==> src/rtl/timer_pkg.sv <==
// Shared types for the timer APB slave: FSM states, register word map, address bound.
package timer_pkg;

  typedef enum logic [1:0] {
    ST_IDLE,
    ST_ACCESS,
    ST_WAIT,
    ST_DONE
  } state_e;

  typedef enum logic [9:0] {
    REG_CTRL     = 10'd0,
    REG_STATUS   = 10'd1,
    REG_LOAD     = 10'd2,
    REG_COUNT    = 10'd3,
    REG_PRESCALE = 10'd4,
    REG_CMP0     = 10'd5,
    REG_CMP1     = 10'd6,
    REG_CAP0     = 10'd7,
    REG_CAP1     = 10'd8,
    REG_IRQ_EN   = 10'd9,
    REG_IRQ_STAT = 10'd10,
    REG_IRQ_CLR  = 10'd11
  } reg_off_e;

  // Highest decoded byte address is the last word of the register map.
  localparam logic [31:0] ADDR_LAST_DEF = {20'h0_0000, REG_IRQ_CLR, 2'b00};

  localparam int WAIT_W = 4;

endpackage

==> src/rtl/timer_addr_chk.sv <==
// Combinational APB address legality: word-aligned and not beyond ADDR_LAST.
module timer_addr_chk
  import timer_pkg::*;
#(
  parameter logic [31:0] ADDR_LAST = ADDR_LAST_DEF
) (
  input  logic [31:0] paddr,
  output logic        err
);

  assign err = (paddr[1:0] != 2'b00) || (paddr > ADDR_LAST);

endmodule

==> src/rtl/timer_apb_slave.sv <==
// APB slave front-end for the timer register file; pready lands 2+WAIT_STATES cycles after SETUP starts.
// Register strobes are one cycle wide and suppressed on errored or aborted transfers.
module timer_apb_slave
  import timer_pkg::*;
#(
  parameter int          WAIT_STATES = 1,
  parameter logic [31:0] ADDR_LAST   = ADDR_LAST_DEF
) (
  input  logic        sys_clk,
  input  logic        sys_rst,
  input  logic        tim_psel,
  input  logic        tim_penable,
  input  logic        tim_pwrite,
  input  logic [31:0] tim_paddr,
  input  logic [31:0] tim_pwdata,
  output logic [31:0] tim_prdata,
  output logic        tim_pready,
  output logic        tim_pslverr,
  output logic        reg_wr_en,
  output logic        reg_rd_en,
  output logic [9:0]  reg_addr,
  output logic [31:0] reg_wdata,
  input  logic [31:0] reg_rdata
);

  state_e              state, state_nxt;
  logic [WAIT_W-1:0]   wait_cnt, wait_cnt_nxt;
  logic                addr_err;
  logic                wr_q;
  logic                err_q;
  logic                rd_pend;
  logic                setup_hit;

  timer_addr_chk #(
    .ADDR_LAST (ADDR_LAST)
  ) u_addr_chk (
    .paddr (tim_paddr),
    .err   (addr_err)
  );

  assign setup_hit = (state == ST_IDLE) && (state_nxt == ST_ACCESS);

  always_comb begin
    state_nxt    = state;
    wait_cnt_nxt = wait_cnt;
    case (state)
      ST_IDLE: begin
        if (tim_psel && !tim_penable) begin
          state_nxt = ST_ACCESS;
        end
      end
      ST_ACCESS: begin
        if (!tim_psel) begin
          state_nxt = ST_IDLE;
        end else if (WAIT_STATES == 0) begin
          state_nxt = ST_DONE;
        end else begin
          state_nxt    = ST_WAIT;
          wait_cnt_nxt = WAIT_W'(WAIT_STATES);
        end
      end
      ST_WAIT: begin
        // The count hits zero on the edge that leaves WAIT, so WAIT spans WAIT_STATES cycles.
        if (!tim_psel) begin
          state_nxt    = ST_IDLE;
          wait_cnt_nxt = '0;
        end else if (wait_cnt <= WAIT_W'(1)) begin
          state_nxt    = ST_DONE;
          wait_cnt_nxt = '0;
        end else begin
          wait_cnt_nxt = wait_cnt - WAIT_W'(1);
        end
      end
      ST_DONE: begin
        state_nxt = ST_IDLE;
      end
      default: begin
        state_nxt    = ST_IDLE;
        wait_cnt_nxt = '0;
      end
    endcase
  end

  // Strobes are gated by psel so an abort in the same cycle never leaks a register access.
  assign reg_rd_en = (state == ST_ACCESS) && tim_psel && !wr_q && !err_q;
  assign reg_wr_en = (state == ST_DONE) && wr_q && !err_q;
  assign reg_wdata = reg_wr_en ? tim_pwdata : '0;

  always_ff @(posedge sys_clk) begin
    if (sys_rst) begin
      state       <= ST_IDLE;
      wait_cnt    <= '0;
      reg_addr    <= '0;
      wr_q        <= 1'b0;
      err_q       <= 1'b0;
      rd_pend     <= 1'b0;
      tim_prdata  <= '0;
      tim_pready  <= 1'b0;
      tim_pslverr <= 1'b0;
    end else begin
      state    <= state_nxt;
      wait_cnt <= wait_cnt_nxt;
      rd_pend  <= reg_rd_en;
      if (setup_hit) begin
        reg_addr <= tim_paddr[11:2];
        wr_q     <= tim_pwrite;
        err_q    <= addr_err;
      end
      tim_pready  <= (state_nxt == ST_DONE);
      tim_pslverr <= (state_nxt == ST_DONE) && err_q;
      // Register file answers one cycle after the read strobe; errored reads return zero.
      if (rd_pend) begin
        tim_prdata <= reg_rdata;
      end else if ((state_nxt == ST_DONE) && err_q && !wr_q) begin
        tim_prdata <= '0;
      end
    end
  end

endmodule

==> config.mk <==
export PLATFORM = sky130hd
export DESIGN_NAME = timer_apb_slave
export DESIGN_NICKNAME = d
export VERILOG_FILES = /design/src/rtl/timer_pkg.sv /design/src/rtl/timer_addr_chk.sv /design/src/rtl/timer_apb_slave.sv
export SDC_FILE = /design/constraint.sdc
export NUM_CORES = 1
export LEC_CHECK = 0
export CAP_MARGIN = 30
export CORE_MARGIN = 1.5
export CORE_UTILIZATION = 29
export CTS_BUF_LIST = sky130_fd_sc_hd__clkbuf_16
export CTS_CLUSTER_DIAMETER = 50
export CTS_CLUSTER_SIZE = 40
export DETAILED_ROUTE_END_ITERATION = 7
export PLACE_DENSITY = 0.86
export SETUP_SLACK_MARGIN = 0.4
export SYNTH_ARGS = -nofsm -noshare
export SYNTH_HDL_FRONTEND = slang
export SYNTH_SLANG_ARGS = --single-unit
==> constraint.sdc <==
create_clock -name sys_clk -period 1.6 [get_ports sys_clk]
set_input_delay 0.4 -clock sys_clk [delete_from_list [all_inputs] [get_ports sys_clk]]
set_output_delay 0.4 -clock sys_clk [all_outputs]
set_load 0.02 [all_outputs]
* After elaboration in Yosys (flattened, before gate mapping)
Index checks and enable logic that the tools add are counted.
** Storage, ports and cells
- Register bits :: 53
- Bits of input ports :: 101
** Cells by class
- Reductions and logical operators :: 18
- Add/subtract/negate cells :: 1
- Equal/unequal tests :: 6
- Muxes and demuxes :: 12
- Magnitude comparators :: 2
** Operator list (number)
- 2-to-1 mux 32 bit :: 3
- > comparator 32 x 6 -> 1 bit, second input constant :: 1
- 2-to-1 mux 4 bit :: 3
- logical AND 1 bit :: 9
- 2-to-1 mux 2 bit :: 4
- case mux 2 bit (4 select lines) :: 1
- case mux 4 bit (2 select lines) :: 1
- == test 2 bit, second input constant :: 3
- nonzero test 2 bit :: 3
- == test 2 x 1 -> 1 bit, second input constant :: 2
- <= comparator 4 x 1 -> 1 bit, second input constant :: 1
- subtractor 4 x 1 -> 4 bit, second input constant :: 1
- zero test 1 bit :: 3
- zero test 2 bit :: 1
- != test 2 bit, second input constant :: 1
- AND reduction 2 bit :: 1
- logical OR 1 bit :: 1

* Depth between registers and ports, before layout
Gate-level depths: netlist of the first run.
- Depth in word-level cells :: 9
- Mapped depth :: 7
- Gate-level depth less buffers :: 6

* Cells and area by module
A second synthesis of the first run with hierarchy kept.
** Second synthesis, totals
- Cell total of the unflattened synthesis :: 229
- Area total of the unflattened synthesis :: 2245.9 um^2
** By module, submodules not included
- timer_apb_slave :: area each 2180.8 um^2, cells each 219, instances 1
- timer_addr_chk :: area each 65.1 um^2, cells each 10, instances 1

* Worst setup path after synthesis of the first run
OpenSTA, ideal clock, no wires.
- Path kind :: register to output
- From :: register err_q
- To :: output port reg_wdata[22]
- Path buffers :: 1
- Stages on the path, launching flop included :: 5
- Data arrival time :: 1.282 ns
- Setup slack :: -0.082 ns
- Required time :: 1.200 ns
- Cells stage by stage :: dfxtp_1 > inv_1 > and4_1 > clkbuf_1 > and2_1
** On the way
- Cells in the longest elaborated chain, start to end :: 3
** RTL lines
- start: declaration :: line timer_apb_slave.sv:30 : logic err_q;
- start signal: assignment :: line timer_apb_slave.sv:107 : err_q <= addr_err;
- zero test 1 bit :: line timer_apb_slave.sv:86 : assign reg_wr_en = (state == ST_DONE) && wr_q && !err_q;
- logical AND 1 bit :: line timer_apb_slave.sv:86
- named net reg_wr_en :: line timer_apb_slave.sv:19 : output logic reg_wr_en,
- 2-to-1 mux 32 bit :: line timer_apb_slave.sv:87 : assign reg_wdata = reg_wr_en ? tim_pwdata : '0;
- end: declaration :: line timer_apb_slave.sv:22 : output logic [31:0] reg_wdata,
The timed path passes the listed nets, and every way through them passes these cells.

* Final worst setup path of the first run
- From :: register err_q
- To :: output port reg_wdata[1]
** On the way
- Cells in the longest elaborated chain, start to end :: 3
** RTL lines (line)
- zero test 1 bit :: timer_apb_slave.sv:86
- logical AND 1 bit :: timer_apb_slave.sv:86
- 2-to-1 mux 32 bit :: timer_apb_slave.sv:87
No other way between the ends.

==> results of run 1 <==
synth_stat cells:
master     number
a221oi_1        1
ha_1            2
nor4b_1         1
o31a_1          1
o21ai_0         2
nor4_1          8
nor2b_1         2
or4b_1          1
a21oi_1        14
nand3b_1        1
o311a_1         1
buf_2           2
clkbuf_1        9
nor2_1          8
a2111oi_2       1
o211a_1         2
o211ai_1        1
nor3_1          2
and4_1          1
and2b_2         1
a31oi_1         1
o31a_4          1
and2_1         32
a21boi_0        1
xnor2_1         2
nand4_1         2
dfxtp_1        53
nand4b_4        1
a22o_1         32
nand2b_1        1
nand2_1        23
buf_6           3
inv_1           4
power by group:
group	leakage, nW	internal (mW)	switching [mW]
clock network	0.0842	0.741	0.464
logic	1.46	0.347	0.198
registers	0.443	1.35	0.0232
total	1.99	2.44	0.684
path summary, 6_finish.rpt:
path,from,endpoint,cells after the start
worst max-delay path,err_q,reg_wdata[1],5
worst min-delay path,reg_addr[7],reg_addr[7],2
worst max register to register,state[1],tim_prdata[25],6
worst min register to register,reg_addr[7],reg_addr[7],2
state kept, by name, indices dropped and copies added, names as in the netlist:
signal and flops:
err_q 1, rd_pend 1, reg_addr 10, state 2
tim_prdata 32, tim_pready 1, tim_pslverr 1, wait_cnt 4
wr_q 1
per-layer routing:
layer / up-vias / track usage (%) / routed length (um)
met1: 1112 / 20.25 / 2964
li1: 1197 / - / -
met3: 8 / 5.037 / 704
met5: - / 0 / 0
met4: 0 / 4.545 / 87
met2: 117 / 36.91 / 4081
layout make-up:
| type | instances | share of cell area [%] |
|---|---|---|
| clock buffers | 5 | 2.676 |
| clock inverters | 3 | 0.9366 |
| inverters | 4 | 0.4282 |
| multi-input cells | 150 | 27.16 |
| flip-flops and latches | 53 | 23.49 |
| well taps | 99 | 2.649 |
| repair buffers | 207 | 42.65 |
logic make-up after synthesis:
family,count (synthesis),synth area share (%)
simple gates,84,22.29
compound gates,58,21.64
flops,53,49.74
buf+inv,18,4.340
xor+xnor,2,0.8213
fa+ha+maj,2,1.173
repair_timing:
action | in CTS | in global routing
setup endpoints to repair | 129 | 124
setup buffers | 7 | 2
resized for setup | 427 | 60
pin swaps | 54 | 3
gates cloned | 5 | 0
hold endpoints to repair | 0 | 0
metrics by stage:
stage	area (um2)	std cells	TNS, ns	setup WS [ns]	utilization [%]
final	4676	521	-4.184	-0.1171	65.16
after CTS	4522	519	-5.063	-0.1384	63.02
after global routing	4676	521	-8.143	-0.1760	65.16
after detailed placement	4257	499	-29.92	-0.5731	59.32
after global placement	4242	498	-31.71	-0.5468	59.11
after floorplan	2311	217	0	0.08172	-
worst max-delay path, cell delays in order (launching register included):
cell	delay (ns)
dfxtp_2	0.32
inv_2	0.05
and4_4	0.25
buf_12	0.15
and2_4	0.16
buf_6	0.11
==> impl_metrics.tcl, run 1 <==
set metrics [dict create \
    wirelength_um 7838 \
    clockBufferDepth 2 \
    crit_path_start_kind "flop" \
    die_w_um 88.77 \
    cap_violations 0 \
    drt_iter0_markers 53 \
    yosys_warnings 0 \
    syn_to_final_growth_pct 119.2 \
    fin_crit_sh_pct 107.3 \
    p_leak_nw 1.988 \
    synth.area.top_cells "dfxtp_1, a22o_1, and2_1, nand2_1, a21oi_1" \
    synth_top_area_cell "dfxtp_1" \
    fp.dieH_um 88.77 \
    multi_input_area_mm2 0.001270 \
    drtAntennaViolNets 0 \
    grt_pass1_vias 2384 \
    rsz0062_at_grt "yes" \
    final_common_cell "clkdlybuf4s50_1" \
    netlist_area_mm2 0.002133 \
    dp_hpwl_um 5638 \
    critical_path.max_fanout 17 \
    grt_max_degree 23 \
    hold_slack_ns 0.4641 \
    setup_slack_ns -0.1171 \
    routed_via_density 4.672 \
    cts_buffers 5 \
    track_usage_pct 19.03 \
    p_per_area_mw_per_mm2 668.4 \
    max-slew-margin-rel_pct 67.35 \
    yosysSeqAreaShare_pct 49.74 \
    violations "negative setup slack" \
    status "complete, but fails checks" \
    drc 0 \
    start_util_pct 29.73 \
    report.final.setup_viol 57 \
    skew_ns 0.007242 \
    grt.overflow.total 0 \
    syn-num-nets 320 \
    grt_pass1_wl_um 11570 \
    synth_top_area_share_pct 49.74 \
    dieArea_mm2 0.007880 \
    r2r_setup_slack_ns -0.07 \
    fillerInstances 563 \
    tightest_slew_ns 0.4876 \
    path_clk_slew_ns 0.06 \
    wl_per_cell_um 15.04 \
    layout_common_cells "clkdlybuf4s50_1, buf_4, buf_6, a22o_1, and2_4" \
    cts-root-buf "clkbuf_16" \
    synth_cell_types 33 \
    power.total_mw 3.125 \
    hold_buffers 0 \
    vias 2434 \
    cp.arrival_ns 1.32 \
    critical_path_class "flop to output port" \
    syn_avg_cell_area_um2 9.831 \
    place_congestion 0.7503 \
    nets 524 \
    required_ns 1.20 \
    drive_gt1_share_pct 50.24 \
    cts_sinks 53 \
    hold_path.class "flop to flop" \
    core.rowCount 31 \
    netlist_instances 217 \
    slew_violations 0 \
    port_buffers 178 \
    register_area_mm2 0.001099 \
    ios 179 \
    cts_tree "done" \
    synth_seq_cells 53 \
    fmax_mhz 582.4 \
    h-tree-depth 2 \
    antenna_found_initial 0 \
    first_pass_iters 4 \
    clock_latency_ns 0.28 \
    antennaDiodeCount 0 \
    hold_viol 0 \
    cp-end-kind "output port" \
    ir_drop_v 0.0004068 \
    core_area_mm2 0.007176 \
    finalCriticalPeriod_ns 1.717 \
]
(Power assumes the default switching activity.)
==> inputs of run 2 (changes only) <==
- CTS_CLUSTER_SIZE: 40 -> 28
- PLACE_DENSITY: 0.86 -> 0.84
- SYNTH_HIERARCHICAL: unset -> 1
==> run 2 against run 1 <==
  * The flow still finishes with violations (negative setup slack)
  * Die area grew 5.1%
  * Core utilization grew 2.4 points
  * Worst hold slack lost 0.014 ns
  * Register-to-register slack gained 0.04 ns
  * Area after synthesis grew 5.3%
  * Power shrank 3.7%
  * Sequential power is essentially flat
  * Critical path type unchanged
==> impl_metrics.tcl, run 2 <==
set metrics [dict create \
    drive_gt1_share_pct 54.59 \
    rsz0062_at_grt "yes" \
    cap_violations 0 \
    grt_pass1_vias 2709 \
    combPwrFrac_pct 17.9 \
    p_switching_mw 0.7292 \
    nets 538 \
    clock_latency_ns 0.29 \
    grt_pass1_wl_um 14120 \
    status "complete, but fails checks" \
    drc 0 \
    p_per_area_mw_per_mm2 604.2 \
    p_leak_nw 2.035 \
    ir_drop_v 0.0005775 \
    largest_register_ffs 32 \
    min_path_cells 2 \
    power.total_mw 3.010 \
    antennaDiodeCount 0 \
    synth_seq_cells 53 \
    place_inst 504 \
    syn_avg_cell_area_um2 9.807 \
    setup_slack_ns -0.1643 \
    grt_max_degree 33 \
    cts_buffers 5 \
    vias 2661 \
    synthArstFlopShare_pct 0 \
    crit_path_start_kind "flop" \
    cts-root-buf "clkbuf_16" \
    hold_slack_ns 0.4505 \
    first_pass_iters 4 \
    reg_top3 "tim_prdata x32, reg_addr x10, wait_cnt x4" \
    r2r_setup_slack_ns -0.03 \
    layout_common_cells "clkdlybuf4s50_1, buf_6, buf_4, and2_4, a32o_1" \
    die_w_um 91 \
    hold_viol 0 \
    antenna_found_initial 0 \
    min_from "reg_addr[7]" \
    core_area_mm2 0.007370 \
    hold_buffers 0 \
    port_buffers 178 \
    ios 179 \
    required_ns 1.20 \
    cts_tree "done" \
    report.final.setup_viol 39 \
    finalCriticalPeriod_ns 1.764 \
    whs_endpoint "reg_addr[7]" \
    wl_per_cell_um 17.41 \
    path_clk_slew_ns 0.07 \
    fp.dieH_um 91 \
    violations "negative setup slack" \
    synth_top_area_share_pct 47.24 \
    synth_ff_type "dfxtp_1" \
    synth_cell_types 34 \
    max-slew-margin-rel_pct 80.76 \
    fillerInstances 555 \
    drtAntennaViolNets 0 \
    critical_path_class "flop to output port" \
    clock_power_share_pct 36.6 \
    routed_via_density 4.974 \
    fmax_mhz 566.8 \
    hold_path.class "flop to flop" \
    track_usage_pct 21.01 \
    synth_edf_count 0 \
    final_common_cell "clkdlybuf4s50_1" \
    cts_sinks 53 \
    rr_worst_depth 7 \
    cp-end-kind "output port" \
    tightest_slew_ns 0.2859 \
    syn-num-nets 332 \
    drt_iter0_markers 79 \
    netlist_instances 229 \
    wirelength_um 9315 \
    synthTopCellsByCount "dfxtp_1, a32o_1, and2_1" \
    synth.area.top_cells "dfxtp_1, a32o_1, and2_1, nand2_1, a21oi_1" \
    skew_ns 0.007929 \
    syn_to_final_growth_pct 121.8 \
    p_seq_share_pct 45.5 \
    final-instance-count-excl-fill 535 \
    cp.arrival_ns 1.36 \
    grt.overflow.total 0 \
    p_int_mw 2.281 \
    h-tree-depth 2 \
    top_register "tim_prdata" \
    synth_top_area_cell "dfxtp_1" \
    fin_crit_sh_pct 110.3 \
    core.rowCount 31 \
    fin_util_pct 67.61 \
    clockBufferDepth 2 \
    swShare_pct 24.22 \
    slew_violations 0 \
    place_congestion 0.7804 \
    critical_path.max_fanout 12 \
    synth.most_common_cell "dfxtp_1" \
    dieArea_mm2 0.008281 \
    netlist_area_mm2 0.002246 \
    rr_startpoint "state[1]" \
    worst_r2r_endpoint "reg_addr[1]" \
    yosys_warnings 6 \
    yosysSeqAreaShare_pct 47.24 \
    start_util_pct 30.48 \
    dp_hpwl_um 5858 \
]
[run 2: worst max path at each step]
| stage | startpoint | cells after the start | end |
|---|---|---|---|
| 2_1_floorplan | state[1] | 5 | reg_wdata[22] |
| 4_1_cts | err_q | 6 | reg_wdata[17] |
| 6_report | err_q | 6 | reg_wdata[0] |
| 3_5_place_dp | tim_psel | 4 | reg_rd_en |
| 3_3_place_gp | tim_psel | 4 | reg_rd_en |
| 5_1_grt | err_q | 6 | reg_wdata[0] |
[run 2: logic make-up (layout without fill, tap and decap cells)]
group / after synthesis / count (layout) / synth area share (%)
AO/OA/AOI/OAI: 57 / 57 / 20.72
adder cells (fa/ha/maj): 2 / 2 / 1.114
AND/OR/NAND/NOR: 93 / 94 / 24.51
flip-flops: 53 / 53 / 47.24
XOR/XNOR: 1 / 1 / 0.3900
buffers and inverters: 23 / 229 / 6.016
[run 2: worst max-delay path: stages (launching register included)]
cell	delay, ns
dfxtp_2	0.32
nand2b_4	0.15
nor2_4	0.10
buf_4	0.13
buf_12	0.12
and2_4	0.14
buf_6	0.11
[run 2: stage by stage]
step	instance area [um2]	TNS (ns)	setup slack (ns)
6_report	4982	-4.942	-0.1643
5_1_grt	4982	-7.783	-0.2430
4_1_cts	4701	-5.872	-0.1861
3_5_place_dp	4329	-27.78	-0.5228
3_3_place_gp	4329	-26.29	-0.5290
2_1_floorplan	2390	0	0.2312
[run 2: cell type report]
type / count / area, um2 / area share [%]
clock buffers: 5 / 125.1 / 2.511
clock inverters: 3 / 26.28 / 0.5274
inverters: 3 / 11.26 / 0.2260
multi-input cells: 154 / 1360 / 27.30
flip-flops and latches: 53 / 1099 / 22.05
well taps: 99 / 123.9 / 2.486
repair buffers: 218 / 2237 / 44.90
[run 2: timing repair]
action | 4_1_cts | 5_1_grt
setup endpoints to repair | 130 | 125
resized for setup | 444 | 90
setup buffers | 13 | 4
cloned | 6 | 0
pin swaps | 31 | 15
[run 2: routing by layer]
metal	vias up	track usage, %	routed length, um
li1	1252	-	-
met1	1298	24.06	3625
met2	93	40.05	5080
met3	18	4.188	456
met4	0	3.906	152
met5	-	0	0
[run 2: power by group through the flow]
stage / logic, mW / clock network [mW] / registers [mW]
global route: 0.567 / 1.18 / 1.37
finish: 0.538 / 1.10 / 1.37
floorplan: 0.106 / 0 / 1.42
CTS: 0.497 / 1.12 / 1.37
global placement: 0.461 / 0 / 1.39
detailed placement: 0.470 / 0 / 1.39
